<file path="config.mk">
export PLATFORM = sky130hd
export DESIGN_NAME = wcc_update_packer_flat
export DESIGN_NICKNAME = d
export VERILOG_FILES = /design/src/rtl/wcc_pkg.sv /design/src/rtl/wcc_update_packer_if.sv /design/src/rtl/wcc_pack_beat_reg.sv /design/src/rtl/wcc_update_packer.sv /design/src/flat_wrapper.sv
export SDC_FILE = /design/constraint.sdc
export NUM_CORES = 1
export LEC_CHECK = 0
export ABC_AREA = 1
export CORE_MARGIN = 2
export CORE_UTILIZATION = 30
export CTS_BUF_LIST = sky130_fd_sc_hd__clkbuf_16
export DETAILED_ROUTE_END_ITERATION = 8
export PLACE_DENSITY = 0.53
export SLEW_MARGIN = 20
export SYNTH_ARGS = -nofsm -noshare
export SYNTH_HDL_FRONTEND = slang
export SYNTH_HIERARCHICAL = 1
export SYNTH_SLANG_ARGS = --single-unit
</file>
<file path="constraint.sdc">
create_clock -name clk -period 7.7 [get_ports clk]
set_clock_uncertainty 0.1 [all_clocks]
set_input_delay 1.155 -clock clk [delete_from_list [all_inputs] [get_ports clk]]
set_output_delay 1.155 -clock clk [all_outputs]
set_load 0.02 [all_outputs]
</file>
<file path="src/rtl/wcc_pkg.sv">
// Shared types and constants for the WCC scatter-update packer.
// Update word layout: value in the upper 32 bits, destination in the lower 32 bits.
package wcc_pkg;

    localparam int unsigned WCC_LANES = 8;
    localparam int unsigned WCC_UPD_W = 64;
    localparam int unsigned WCC_CNT_W = 32;

    localparam int unsigned VAL_LSB  = 32;
    localparam int unsigned VAL_W    = 32;
    localparam int unsigned DEST_LSB = 0;
    localparam int unsigned DEST_W   = 32;

    // Filler for lanes that carry no update
    localparam logic [63:0] PAD_WORD = 64'hFFFF_FFFF_FFFF_FFFF;

    typedef enum logic [1:0] {
        WCC_FILL  = 2'd0,
        WCC_FLUSH = 2'd1,
        WCC_DONE  = 2'd2
    } wcc_state_e;

    localparam logic [1:0] ST_FILL  = WCC_FILL;
    localparam logic [1:0] ST_FLUSH = WCC_FLUSH;
    localparam logic [1:0] ST_DONE  = WCC_DONE;

    typedef struct packed {
        logic [VAL_W-1:0]  value;
        logic [DEST_W-1:0] dest;
    } wcc_upd_t;

    function automatic logic [DEST_W-1:0] upd_dest(input logic [WCC_UPD_W-1:0] w);
        return w[DEST_LSB +: DEST_W];
    endfunction

    function automatic logic [VAL_W-1:0] upd_val(input logic [WCC_UPD_W-1:0] w);
        return w[VAL_LSB +: VAL_W];
    endfunction

endpackage

</file>
<file path="src/rtl/wcc_update_packer_if.sv">
// Update stream, flush control and packed-beat stream of the WCC packer.
// slave = packer side, master = pipe/downstream side.
interface wcc_update_packer_if
    import wcc_pkg::*;
#(
    parameter int unsigned LANES = WCC_LANES,
    parameter int unsigned UPD_W = WCC_UPD_W,
    parameter int unsigned CNT_W = WCC_CNT_W
);

    logic [UPD_W-1:0]       update_word;
    logic                   update_valid;
    logic                   update_ready;
    logic                   flush;
    logic                   flush_done;
    logic [LANES*UPD_W-1:0] out_word;
    logic [LANES-1:0]       out_lane_mask;
    logic                   out_valid;
    logic                   out_ready;
    logic [CNT_W-1:0]       upd_count;

    modport slave (
        input  update_word, update_valid, flush, out_ready,
        output update_ready, flush_done, out_word, out_lane_mask, out_valid, upd_count
    );

    modport master (
        output update_word, update_valid, flush, out_ready,
        input  update_ready, flush_done, out_word, out_lane_mask, out_valid, upd_count
    );

endinterface

</file>
<file path="src/rtl/wcc_pack_beat_reg.sv">
// Output beat register: holds one packed beat until downstream takes it.
// A load always wins over a take, so a beat can be replaced in the cycle it leaves.
module wcc_pack_beat_reg
    import wcc_pkg::*;
#(
    parameter int unsigned LANES = WCC_LANES,
    parameter int unsigned UPD_W = WCC_UPD_W
) (
    input  logic                   clk,
    input  logic                   rst,
    input  logic                   load_i,
    input  logic [LANES*UPD_W-1:0] word_i,
    input  logic [LANES-1:0]       mask_i,
    input  logic                   ready_i,
    output logic                   valid_o,
    output logic [LANES*UPD_W-1:0] word_o,
    output logic [LANES-1:0]       mask_o
);

    logic                   valid_q, valid_d;
    logic [LANES*UPD_W-1:0] word_q, word_d;
    logic [LANES-1:0]       mask_q, mask_d;

    always_comb begin
        valid_d = valid_q;
        word_d  = word_q;
        mask_d  = mask_q;
        if (load_i) begin
            valid_d = 1'b1;
            word_d  = word_i;
            mask_d  = mask_i;
        end else if (ready_i) begin
            valid_d = 1'b0;
        end
    end

    always_ff @(posedge clk or negedge rst) begin
        if (!rst) begin
            valid_q <= 1'b0;
            word_q  <= {LANES{UPD_W'(PAD_WORD)}};
            mask_q  <= '0;
        end else begin
            valid_q <= valid_d;
            word_q  <= word_d;
            mask_q  <= mask_d;
        end
    end

    assign valid_o = valid_q;
    assign word_o  = word_q;
    assign mask_o  = mask_q;

endmodule

</file>
<file path="src/rtl/wcc_update_packer.sv">
// Packs WCC scatter updates into LANES-wide beats; flush drains a partial beat.
// Optional: define WCC_PACK_COALESCE_EN to merge back-to-back updates to the same dest (min value).
module wcc_update_packer
    import wcc_pkg::*;
#(
    parameter int unsigned LANES = WCC_LANES,
    parameter int unsigned UPD_W = WCC_UPD_W,
    parameter int unsigned CNT_W = WCC_CNT_W
) (
    input  logic               clk,
    input  logic               rst,
    wcc_update_packer_if.slave bus
);

    localparam int unsigned CNT_IW = $clog2(LANES + 1);
    localparam int unsigned IDX_W  = (LANES > 1) ? $clog2(LANES) : 1;

    logic [1:0]        state_q, state_d;
    logic [CNT_IW-1:0] cnt_q, cnt_d;
    logic [UPD_W-1:0]  buf_q [LANES];
    logic [UPD_W-1:0]  buf_d [LANES];
    logic [CNT_W-1:0]  upd_cnt_q, upd_cnt_d;
    logic              flush_done_q, flush_done_d;
    logic              run_q;

    logic                   o_valid;
    logic [LANES*UPD_W-1:0] o_word;
    logic [LANES-1:0]       o_mask;

    logic                   full_c;
    logic                   o_free_c;
    logic                   transfer_c;
    logic                   ready_c;
    logic                   accept_c;
    logic [IDX_W-1:0]       idx_c;
    logic [LANES*UPD_W-1:0] beat_word_c;
    logic [LANES-1:0]       beat_mask_c;

    assign full_c     = (cnt_q == CNT_IW'(LANES));
    assign o_free_c   = !o_valid || bus.out_ready;
    assign transfer_c = (full_c || ((state_q == ST_FLUSH) && (cnt_q != '0))) && o_free_c;
    // run_q keeps ready low during reset and for the first edge after release
    assign ready_c    = run_q && (state_q == ST_FILL) && (!full_c || transfer_c);
    assign accept_c   = bus.update_valid && ready_c;
    assign idx_c      = IDX_W'(cnt_q);

    // Beat image of the assembly buffer: filled lanes first, the rest padded
    always_comb begin
        beat_word_c = {LANES{UPD_W'(PAD_WORD)}};
        beat_mask_c = '0;
        for (int i = 0; i < int'(LANES); i++) begin
            if (CNT_IW'(i) < cnt_q) begin
                beat_word_c[i*UPD_W +: UPD_W] = buf_q[i];
                beat_mask_c[i]                = 1'b1;
            end
        end
    end

`ifdef WCC_PACK_COALESCE_EN
    logic [IDX_W-1:0] idx_last_c;
    logic             same_dest_c;

    assign idx_last_c  = IDX_W'(cnt_q - CNT_IW'(1));
    assign same_dest_c = (cnt_q != '0) &&
                         (buf_q[idx_last_c][DEST_LSB +: DEST_W] == bus.update_word[DEST_LSB +: DEST_W]);
`endif

    // Assembly buffer next state
    always_comb begin
        buf_d = buf_q;
        cnt_d = cnt_q;
        if (transfer_c) begin
            cnt_d = accept_c ? CNT_IW'(1) : '0;
            if (accept_c) begin
                buf_d[0] = bus.update_word;
            end
        end else if (accept_c) begin
`ifdef WCC_PACK_COALESCE_EN
            if (same_dest_c) begin
                if (bus.update_word[VAL_LSB +: VAL_W] < buf_q[idx_last_c][VAL_LSB +: VAL_W]) begin
                    buf_d[idx_last_c][VAL_LSB +: VAL_W] = bus.update_word[VAL_LSB +: VAL_W];
                end
            end else begin
                buf_d[idx_c] = bus.update_word;
                cnt_d        = cnt_q + CNT_IW'(1);
            end
`else
            buf_d[idx_c] = bus.update_word;
            cnt_d        = cnt_q + CNT_IW'(1);
`endif
        end
    end

    // Flush sequencing and accepted-update counter
    always_comb begin
        state_d      = state_q;
        flush_done_d = 1'b0;
        upd_cnt_d    = upd_cnt_q;
        case (state_q)
            ST_FILL: begin
                if (bus.flush) state_d = ST_FLUSH;
            end
            ST_FLUSH: begin
                if ((cnt_q == '0) && o_free_c) state_d = ST_DONE;
            end
            ST_DONE: begin
                state_d = ST_FILL;
            end
            default: begin
                state_d = ST_FILL;
            end
        endcase
        flush_done_d = (state_d == ST_DONE);
        if (accept_c && (upd_cnt_q != '1)) begin
            upd_cnt_d = upd_cnt_q + CNT_W'(1);
        end
    end

    always_ff @(posedge clk or negedge rst) begin
        if (!rst) begin
            state_q      <= ST_FILL;
            cnt_q        <= '0;
            upd_cnt_q    <= '0;
            flush_done_q <= 1'b0;
            run_q        <= 1'b0;
        end else begin
            state_q      <= state_d;
            cnt_q        <= cnt_d;
            upd_cnt_q    <= upd_cnt_d;
            flush_done_q <= flush_done_d;
            run_q        <= 1'b1;
        end
    end

    // Lane storage needs no reset: cnt_q alone decides which lanes are live
    always_ff @(posedge clk) begin
        buf_q <= buf_d;
    end

    wcc_pack_beat_reg #(
        .LANES (LANES),
        .UPD_W (UPD_W)
    ) u_beat (
        .clk     (clk),
        .rst     (rst),
        .load_i  (transfer_c),
        .word_i  (beat_word_c),
        .mask_i  (beat_mask_c),
        .ready_i (bus.out_ready),
        .valid_o (o_valid),
        .word_o  (o_word),
        .mask_o  (o_mask)
    );

    assign bus.update_ready  = ready_c;
    assign bus.flush_done    = flush_done_q;
    assign bus.out_valid     = o_valid;
    assign bus.out_word      = o_word;
    assign bus.out_lane_mask = o_mask;
    assign bus.upd_count     = upd_cnt_q;

endmodule

</file>
<file path="src/flat_wrapper.sv">
// flat-port wrapper written by rule: the top's interface ports become plain ports
module wcc_update_packer_flat import wcc_pkg::*;
#(
    parameter int unsigned LANES = WCC_LANES,
    parameter int unsigned UPD_W = WCC_UPD_W,
    parameter int unsigned CNT_W = WCC_CNT_W
)
  (clk, rst, bus_update_word, bus_update_valid, bus_flush, bus_out_ready, bus_update_ready, bus_flush_done, bus_out_word, bus_out_lane_mask, bus_out_valid, bus_upd_count);
  wcc_update_packer_if #(.LANES(LANES), .UPD_W(UPD_W), .CNT_W(CNT_W)) bus_i ();
  input  logic clk;
  input  logic rst;
  input wire logic [$bits(bus_i.update_word)-1:0] bus_update_word;
  input wire logic [$bits(bus_i.update_valid)-1:0] bus_update_valid;
  input wire logic [$bits(bus_i.flush)-1:0] bus_flush;
  input wire logic [$bits(bus_i.out_ready)-1:0] bus_out_ready;
  output wire logic [$bits(bus_i.update_ready)-1:0] bus_update_ready;
  output wire logic [$bits(bus_i.flush_done)-1:0] bus_flush_done;
  output wire logic [$bits(bus_i.out_word)-1:0] bus_out_word;
  output wire logic [$bits(bus_i.out_lane_mask)-1:0] bus_out_lane_mask;
  output wire logic [$bits(bus_i.out_valid)-1:0] bus_out_valid;
  output wire logic [$bits(bus_i.upd_count)-1:0] bus_upd_count;
  assign bus_i.update_word = bus_update_word;
  assign bus_i.update_valid = bus_update_valid;
  assign bus_i.flush = bus_flush;
  assign bus_i.out_ready = bus_out_ready;
  assign bus_update_ready = bus_i.update_ready;
  assign bus_flush_done = bus_i.flush_done;
  assign bus_out_word = bus_i.out_word;
  assign bus_out_lane_mask = bus_i.out_lane_mask;
  assign bus_out_valid = bus_i.out_valid;
  assign bus_upd_count = bus_i.upd_count;
  wcc_update_packer #(.LANES(LANES), .UPD_W(UPD_W), .CNT_W(CNT_W)) u_core (.clk(clk), .rst(rst), .bus(bus_i));
endmodule
</file>
Word-level counts from Yosys, hierarchy flattened

Index checks and enable logic that the tools add are counted.

Register bits after elaboration: 1,073
Input port bits: 69
Output and inout bits: 555
Logic and storage cells: 83

Add/subtract/negate cells: 2
Magnitude comparators: 10
Equal/unequal tests: 4
Mux-type cells: 30
Bitwise gates (word level): 2
Reductions and logical operators: 19

Operators with widths:

| kind                    | number |
|---|---|
| $mux W64                | 11 |
| $bwmux W512             | 1 |
| $mux W512               | 1 |
| $demux W64 S3           | 1 |
| $add A32 B1 Y32 const B | 1 |
| $ne A32 B32 Y1 const B  | 1 |
| $lt A3 B4 Y1 const A    | 4 |
| $mux W1                 | 11 |
| $logic_and A1 B1 Y1     | 8 |
| $lt A1 B4 Y1 const A    | 2 |
| $lt A2 B4 Y1 const A    | 2 |
| $mux W4                 | 2 |
| $add A4 B1 Y4 const B   | 1 |
| $eq A4 B4 Y1 const B    | 1 |
| $ge A4 B4 Y1 const B    | 1 |
| $logic_not A4 Y1        | 1 |
| $lt A4 B1 Y1 const B    | 1 |
| $mux W2                 | 2 |
| $not A3 Y4              | 1 |
| $pmux W2 S2             | 1 |
| $reduce_bool A2 Y1      | 2 |
| $reduce_bool A4 Y1      | 1 |
| $logic_or A1 B1 Y1      | 3 |
| $eq A2 B1 Y1 const B    | 1 |
| 5 further kinds         | 6 |

Longest topological paths before layout

Gate-level depths: netlist of run 1.

Word-level depth: 9
Gate-level depth with buffers: 13

Hierarchy

Netlist of run 1, hierarchy kept.

By module, submodules not included:

| module            | times used | cells an instance | area an instance (um^2) | sequential area each (um^2) |
|---|---|---|---|---|
| wcc_update_packer | 1          | 1,965             | 22,444.0                | 16,375.7 |
| wcc_pack_beat_reg | 1          | 2,200             | 20,537.2                | 13,678.1 |

Least setup slack after synthesis of run 1

Ideal clock, no wire load.

Path type: input-to-reg
Start: input bus_out_ready
End: register u_core/buf_q[384] (netlist name) (enable)
Data arrival time: 6.065 ns
Path slack: 0.970 ns
Cell stages on the path: 5
Path buffers: 0
Cell sequence: nor2_1 inv_1 nand3_4 nand3_1 nor3_1

Cells in the longest elaborated chain, start to end: 6

Ends and longest elaborated chain:

| what                          | line                     | source |
|---|---|---|
| start, declared               | flat_wrapper.sv:15       | `input wire logic [$bits(bus_i.out_ready)-1:0] bus_out_ready;` |
| $logic_or A1 B1 Y1 *          | wcc_update_packer.sv:40  | `assign o_free_c = !o_valid \|\| bus.out_ready;` |
| $logic_and A1 B1 Y1 *         | wcc_update_packer.sv:41  | `assign transfer_c = (full_c \|\| ((state_q == ST_FLUSH) && (cnt_q != '0))) && o_free_c;` |
| $logic_or A1 B1 Y1            | wcc_update_packer.sv:43  | `assign ready_c = run_q && (state_q == ST_FILL) && (!full_c \|\| transfer_c);` |
| $logic_and A1 B1 Y1           | wcc_update_packer.sv:43  |  |
| $logic_and A1 B1 Y1           | wcc_update_packer.sv:44  | `assign accept_c = bus.update_valid && ready_c;` |
| $reduce_and A2 Y1 (no line) * | n/a                      |  |
| end signal, assigned          | wcc_update_packer.sv:137 | `buf_q <= buf_d;` |
| end, declared                 | wcc_update_packer.sv:20  | `logic [UPD_W-1:0] buf_q [LANES];` |

Every way passes the cells marked *; elsewhere a longest branch is shown, timed or not.
A chain may end at the register's enable or synchronous reset.

Worst setup path in the final report of run 1

Start: register u_core.cnt_q[0]
End: register u_core.u_beat.word_q[320], in the netlist u_core/u_beat/word_o[320]

Cells in the longest elaborated chain, start to end: 4

Ends and longest elaborated chain:

| what                        | line                     | source |
|---|---|---|
| start, declared             | wcc_update_packer.sv:19  | `logic [CNT_IW-1:0] cnt_q, cnt_d;` |
| start signal, assigned      | wcc_update_packer.sv:128 | `cnt_q <= cnt_d;` |
| $reduce_bool A4 Y1          | wcc_update_packer.sv:41  |  |
| $logic_and A1 B1 Y1         | wcc_update_packer.sv:41  |  |
| $logic_or A1 B1 Y1 *        | wcc_update_packer.sv:41  |  |
| $logic_and A1 B1 Y1 *       | wcc_update_packer.sv:41  |  |
| named net u_core.transfer_c | wcc_update_packer.sv:32  | `logic transfer_c;` |
| end signal, assigned        | wcc_pack_beat_reg.sv:40  | `word_q <= {LANES{UPD_W'(PAD_WORD)}};` |
| end signal, assigned        | wcc_pack_beat_reg.sv:44  | `word_q <= word_d;` |
| end, declared               | wcc_pack_beat_reg.sv:21  | `logic [LANES*UPD_W-1:0] word_q, word_d;` |

Mark *: on every way through the listed nets, which the timed path passes. The rest lies on a longest branch.

==> flow_metrics.py, run 1 <==
metrics = {
    "status": {
        "status": "completed",
    },
    "floorplan": {
        "rows": 138,
        "core-area_um2": 142000,
        "start_util": 0.303,
        "die_y_um": 383,
        "top_level_ports": 624,
        "die_area_um2": 146000,
        "chipWidth_um": 383,
    },
    "layout": {
        "final_area_um2": 54600,
        "final_layout_size_suffix_gt1_frac": 0.194,
        "final_util": 0.385,
        "area_growth_pct": 27.1,
        "num-nets-final": 4830,
    },
    "timing": {
        "finalSetupViolations": 0,
        "rsz0062_at_grt": "false",
        "tightest_slew_ns": 1.33,
        "period_needed_ns": 5.01,
        "fin_crit_sh": 0.650,
        "slew_viol_final": 0,
        "fmax_mhz": 200,
        "final_hold_viol_count": 0,
        "relSlewSlack": 0.111,
        "setup_tns_ns": 0,
    },
    "placement": {
        "gp_congestion": 0.823,
        "placed_cell_area_um2": 50800,
        "io_buffers": 623,
        "hpwl_um": 81200,
    },
    "critical_path": {
        "cp_max_fo": 288,
        "cp-end-kind": "flip-flop",
        "crit_type": "flip-flop to flip-flop",
        "worstPathArrival_ns": 5.57,
        "required_ns": 8.26,
        "critPathLaunchType": "flip-flop",
    },
    "cts": {
        "cts_hold_buf": 0,
        "clk_pin_slew_ns": 0.06,
        "clock_latency_ns": 0.74,
        "cts_inserted_buffers": 118,
        "cts_tree": "done",
        "clkSinkCount": 1073,
        "cts_setup_buffers": 0,
        "root_buffer": "clkbuf_16",
        "cts_max_path_buffers": 3,
        "ctsResizeCount": 0,
        "htree_levels": 3,
    },
    "synth": {
        "syn_area_um2": 43000,
        "syn_area_per_cell_um2": 10.3,
        "synth_ff_type": "edfxtp_1",
        "synth_edf_count": 512,
        "synth_top_area_frac": 0.358,
        "async_flop_share": 0.523,
        "ys_top_cells_by_area": "edfxtp_1, dfstp_2, nand2_1",
        "ys_types": 30,
        "yosys.area.top_type": "edfxtp_1",
        "syn_inst": 4165,
        "ys_ff_latch": 1073,
        "synthesis.nets": 4237,
        "yosysWarnings": 6,
        "yosysSeqAreaShare": 0.699,
    },
    "routing": {
        "dr.pass1.iters": 5,
        "vias_per_cell": 4.32,
        "vias": 29200,
        "wl_per_cell_um": 19.6,
        "ant_nets": 0,
        "wirelength_um": 133000,
        "drc": 0,
        "drtIter0Drc": 2088,
    },
    "power": {
        "leakage_nw": 23.4,
        "ir_worst_vdd_mv": 0.522,
        "p_per_area_nw_per_um2": 472,
    },
    "global_routing": {
        "grt_pass1_wl_um": 195000,
        "grt_max_degree": 289,
        "overflow": 0,
        "track_usage": 0.178,
        "antenna_found_initial": 6,
        "grt_pass1_vias": 28700,
    },
    "run": {
        "cap_violations": 0,
    },
    "hold_path": {
        "worst_hold_path_type": "input port to asynchronous set/reset pin",
    },
}
==> cell usage in the layout, fill, tap and decap left out, drive strengths merged, types with 36 or more instances in the layout <==
| cell type | n |
|---|---|
| buf | 36 |
| clkbuf | 120 |
| clkdlybuf4s50 | 622 |
| clkinv | 64 |
| dfrtp | 49 |
| dfstp | 512 |
| edfxtp | 512 |
| inv | 450 |
| nand2 | 2095 |
| nor2 | 129 |
| or2 | 192 |
==> routing by layer <==
metal,routed length [um],GRT usage,part of all wire
met1,60600,0.247,0.46
met2,62500,0.290,0.47
met3,6990,0.0291,0.053
met4,2580,0.0457,0.019
met5,0,0,0
==> sequential cells by signal, indices dropped and copies added (netlist names) <==
register               count
u_core/u_beat/word_o     512
u_core/run_q               1
u_core/u_beat/mask_o       8
u_core/bus.upd_count      32
u_core/u_beat/valid_o      1
u_core/bus.flush_done      1
u_core/cnt_q               4
u_core/state_q             2
u_core/buf_q             512
==> Yosys cell counts (22+ instances only) <==
master,number
nand3_1,22
nor2_1,127
or2_2,181
dfstp_2,512
buf_6,52
dfrtp_1,49
clkbuf_1,43
inv_1,420
edfxtp_1,512
buf_2,70
nand2_1,2081
==> cell type report <==
cell class	count	area [um2]
diodes	1	2.50
clock inverters	105	848
well taps	1890	2360
flip-flops and latches	1073	30100
repair buffers	658	6570
multi-input cells	2481	10100
inverters	426	1630
clock buffers	120	3000
fillers	14000	87300
==> worst paths after layout <==
kind,startpoint,to,slack (ns),cells past startpoint
min in group clk,u_core/u_beat/word_o[503]$_DFFE_PN1P_,u_core/u_beat/word_o[503]$_DFFE_PN1P_,0.36,2
min,rst,u_core/bus.upd_count[29]$_DFFE_PN0P_,0.35,1
max in group asynchronous,rst,u_core/u_beat/word_o[153]$_DFFE_PN1P_,5.35,3
max,u_core/cnt_q[0]$_DFFE_PN0P_,u_core/u_beat/word_o[320]$_DFFE_PN1P_,2.69,12
min reg2reg,u_core/u_beat/word_o[503]$_DFFE_PN1P_,u_core/u_beat/word_o[503]$_DFFE_PN1P_,0.36,2
max reg2reg,u_core/cnt_q[0]$_DFFE_PN0P_,u_core/u_beat/word_o[320]$_DFFE_PN1P_,2.69,12
==> where the power goes <==
part | internal (mW) | total (mW) | switching (mW)
combinational | 3.86 | 10.1 | 6.25
sequential | 8.75 | 10.0 | 1.27
clock | 3.23 | 5.63 | 2.41
==> per-stage QoR <==
step                total power [mW]  std cells  hold slack, ns  setup WS [ns]
floorplan                       15.7       4165           0.394          0.970
global placement                20.2       6527           0.350           2.75
detailed placement              20.3       6528           0.352           2.71
CTS                             26.1       6753           0.314           2.77
global route                    27.3       6753           0.362           2.40
finish                          25.8       6754           0.346           2.69
==> cells by family (layout without fill, tap and decap cells) <==
group,count (synthesis),after routing,synth area share
and+or+nand+nor,2448,2448,0.228
DFF,1073,1073,0.699
buffers and inverters,611,1309,0.0675
xor gates and xnor gates,15,15,0.00306
AOI/OAI and AO/OA,14,14,0.00172
adders and majority gates,3,3,0.000873
other,1,2,0.0000872
==> worst max-delay path: stages, from the launching register on <==
cell and delay (ns):
dfrtp_1 0.52, inv_1 0.17, ha_1 0.29, nand2_1 0.16, nor2_4 0.04, buf_4 0.40
inv_2 0.23, nand3_4 0.16, inv_8 0.59, clkinv_16 0.66, buf_12 0.70, nand2_1 0.15
nand2_1 0.06
Note: power is estimated with default switching activity, not from simulation.
==> run 2, diff against run 1 <==
Clock period 7.7 ns to 5.14 ns, I/O delays scaled along.
==> run 2 against run 1 <==
Compared with the run above: sequential cell count is the same; setup slack lost 1.3 ns; global-route usage is essentially flat; non-clock buffer count grew 4; core utilization grew 0.14 points; highest routed layer unchanged; largest cell class unchanged.
==> flow_metrics.py, run 2 (same netlist as run 1, synthesis figures left out) <==
metrics = {
    "critical_path": {
        "worstPathCellList": "inv_1 -> ha_1 -> nand2_1 -> nor2_4 -> inv_2 -> nand3_4 -> inv_8 -> clkinv_16 -> buf_12 -> nand2_1 -> nand2_1",
        "worstSetupStartpoint": "u_core/cnt_q[0]$_DFFE_PN0P_",
        "worstPathArrival_ns": 4.26,
        "cp-end-kind": "flip-flop",
        "critPathTopFamily": "buffers and inverters",
        "cpMostUsedCell": "nand2_1",
        "crit_type": "flip-flop to flip-flop",
        "crit_slowest_cell": "clkinv_16",
        "critPathLaunchType": "flip-flop",
        "cp_max_fo": 202,
        "crit_path_max_incr_delay_ns": 0.57,
        "timing.rr.start": "u_core/cnt_q[0]$_DFFE_PN0P_",
        "required_ns": 5.67,
        "crit_buf_inv": 5,
    },
    "layout": {
        "area_growth_pct": 27.5,
        "num-fill-cells": 14100,
        "final_cells": 6760,
        "num-nets-final": 4834,
        "final_common_cell": "nand2_1",
        "final_util": 0.386,
        "final_cell_mix": "nand2_1, clkdlybuf4s50_1, edfxtp_1, dfstp_2, inv_1",
        "multiInputGateArea_um2": 10200,
        "seq_area_um2": 30100,
        "final_layout_size_suffix_gt1_frac": 0.192,
    },
    "floorplan": {
        "die_y_um": 383,
        "top_level_ports": 624,
        "die_area_um2": 146000,
        "rows": 138,
        "core-area_um2": 142000,
        "chipWidth_um": 383,
        "start_util": 0.303,
    },
    "cts": {
        "htree_levels": 3,
        "clk_pin_slew_ns": 0.06,
        "cts_tree": "done",
        "cts_hold_buf": 1,
        "clock_latency_ns": 0.74,
        "cts_inserted_buffers": 118,
        "ctsResizeCount": 0,
        "root_buffer": "clkbuf_16",
        "cts_max_path_buffers": 3,
        "clkSinkCount": 1073,
        "cts_setup_buffers": 0,
    },
    "global_routing": {
        "antenna_found_initial": 3,
        "grt_max_degree": 203,
        "track_usage": 0.178,
        "overflow": 0,
        "grt_pass1_vias": 28900,
        "grt_pass1_wl_um": 194000,
    },
    "hold_path": {
        "worst_hold_path_type": "flip-flop to flip-flop",
        "min-delay-start": "u_core/u_beat/word_o[81]$_DFFE_PN1P_",
    },
    "power": {
        "ir_worst_vdd_mv": 0.588,
        "p_per_area_nw_per_um2": 702,
        "leakage_nw": 23.4,
    },
    "run": {
        "cap_violations": 0,
    },
    "placement": {
        "gp_congestion": 0.848,
        "dp_cells": 6531,
        "io_buffers": 623,
        "hpwl_um": 79100,
    },
    "timing": {
        "fin_crit_sh": 0.726,
        "rsz0062_at_grt": "false",
        "relSlewSlack": 0.282,
        "finalSetupViolations": 0,
        "slew_viol_final": 0,
        "fmax_mhz": 268,
        "final_hold_viol_count": 0,
        "tightest_slew_ns": 1.08,
        "period_needed_ns": 3.73,
    },
    "routing": {
        "wirelength_um": 132000,
        "wl_per_cell_um": 19.5,
        "ant_nets": 0,
        "drc": 0,
        "drtIter0Drc": 1910,
        "vias_per_cell": 4.31,
        "vias": 29100,
        "dr.pass1.iters": 5,
    },
    "status": {
        "status": "completed",
    },
}
==> run 2: path summary, 6_finish.rpt <==
kind	end	slack (ns)	depth (start not counted)
max	u_core/u_beat/word_o[470]$_DFFE_PN1P_	1.41	11
min	u_core/u_beat/word_o[81]$_DFFE_PN1P_	0.36	2
max reg2reg	u_core/u_beat/word_o[470]$_DFFE_PN1P_	1.41	11
min reg2reg	u_core/u_beat/word_o[81]$_DFFE_PN1P_	0.36	2
max in group asynchronous	u_core/u_beat/word_o[470]$_DFFE_PN1P_	3.11	3
min in group asynchronous	u_core/bus.upd_count[3]$_DFFE_PN0P_	0.59	2
==> run 2: per-layer routing <==
layer	global-route usage	vias to the layer above	part of all wire
met3	0.0417	170	0.059
met4	0.0472	0	0.024
met2	0.289	725	0.47
met1	0.238	14400	0.44
li1	-	13900	-
met5	0	-	0
==> run 2: worst reg2reg max path: stages, from the launching register on <==
cell and delay [ns]:
dfrtp_1 0.51, inv_1 0.16, ha_1 0.29, nand2_1 0.16, nor2_4 0.05, inv_2 0.14, nand3_4 0.15, inv_8 0.53
clkinv_16 0.61, buf_12 0.61, nand2_1 0.27, nand2_1 0.06
==> run 2: metrics by stage <==
| stage | area (um2) | power (mW) | hold slack [ns] | setup TNS [ns] | setup WS, ns |
|---|---|---|---|---|---|
| 2_1_floorplan | 43000 | 23.6 | 0.375 | -287.15 | -1.17 |
| 4_1_cts | 54800 | 39.0 | 0.361 | 0 | 1.46 |
| 3_5_place_dp | 50900 | 30.5 | 0.352 | 0 | 1.25 |
| 6_report | 54800 | 38.5 | 0.359 | 0 | 1.41 |
| 5_1_grt | 54800 | 40.8 | 0.372 | 0 | 1.12 |
| 3_3_place_gp | 50900 | 30.3 | 0.349 | 0 | 1.24 |
==> run 2: area by class of cell <==
type / count / share of cell area
flip-flops and latches: 1073 / 0.548
multi-input cells: 2481 / 0.185
repair buffers: 662 / 0.123
clock buffers: 123 / 0.0561
well taps: 1890 / 0.0431
inverters: 426 / 0.0298
clock inverters: 103 / 0.0141
diodes: 2 / 0.0000913
==> run 2: report_power, final <==
part	switching [mW]	internal, mW
sequential	1.81	13.1
combinational	9.42	5.80
clock	3.61	4.74
total	14.8	23.6
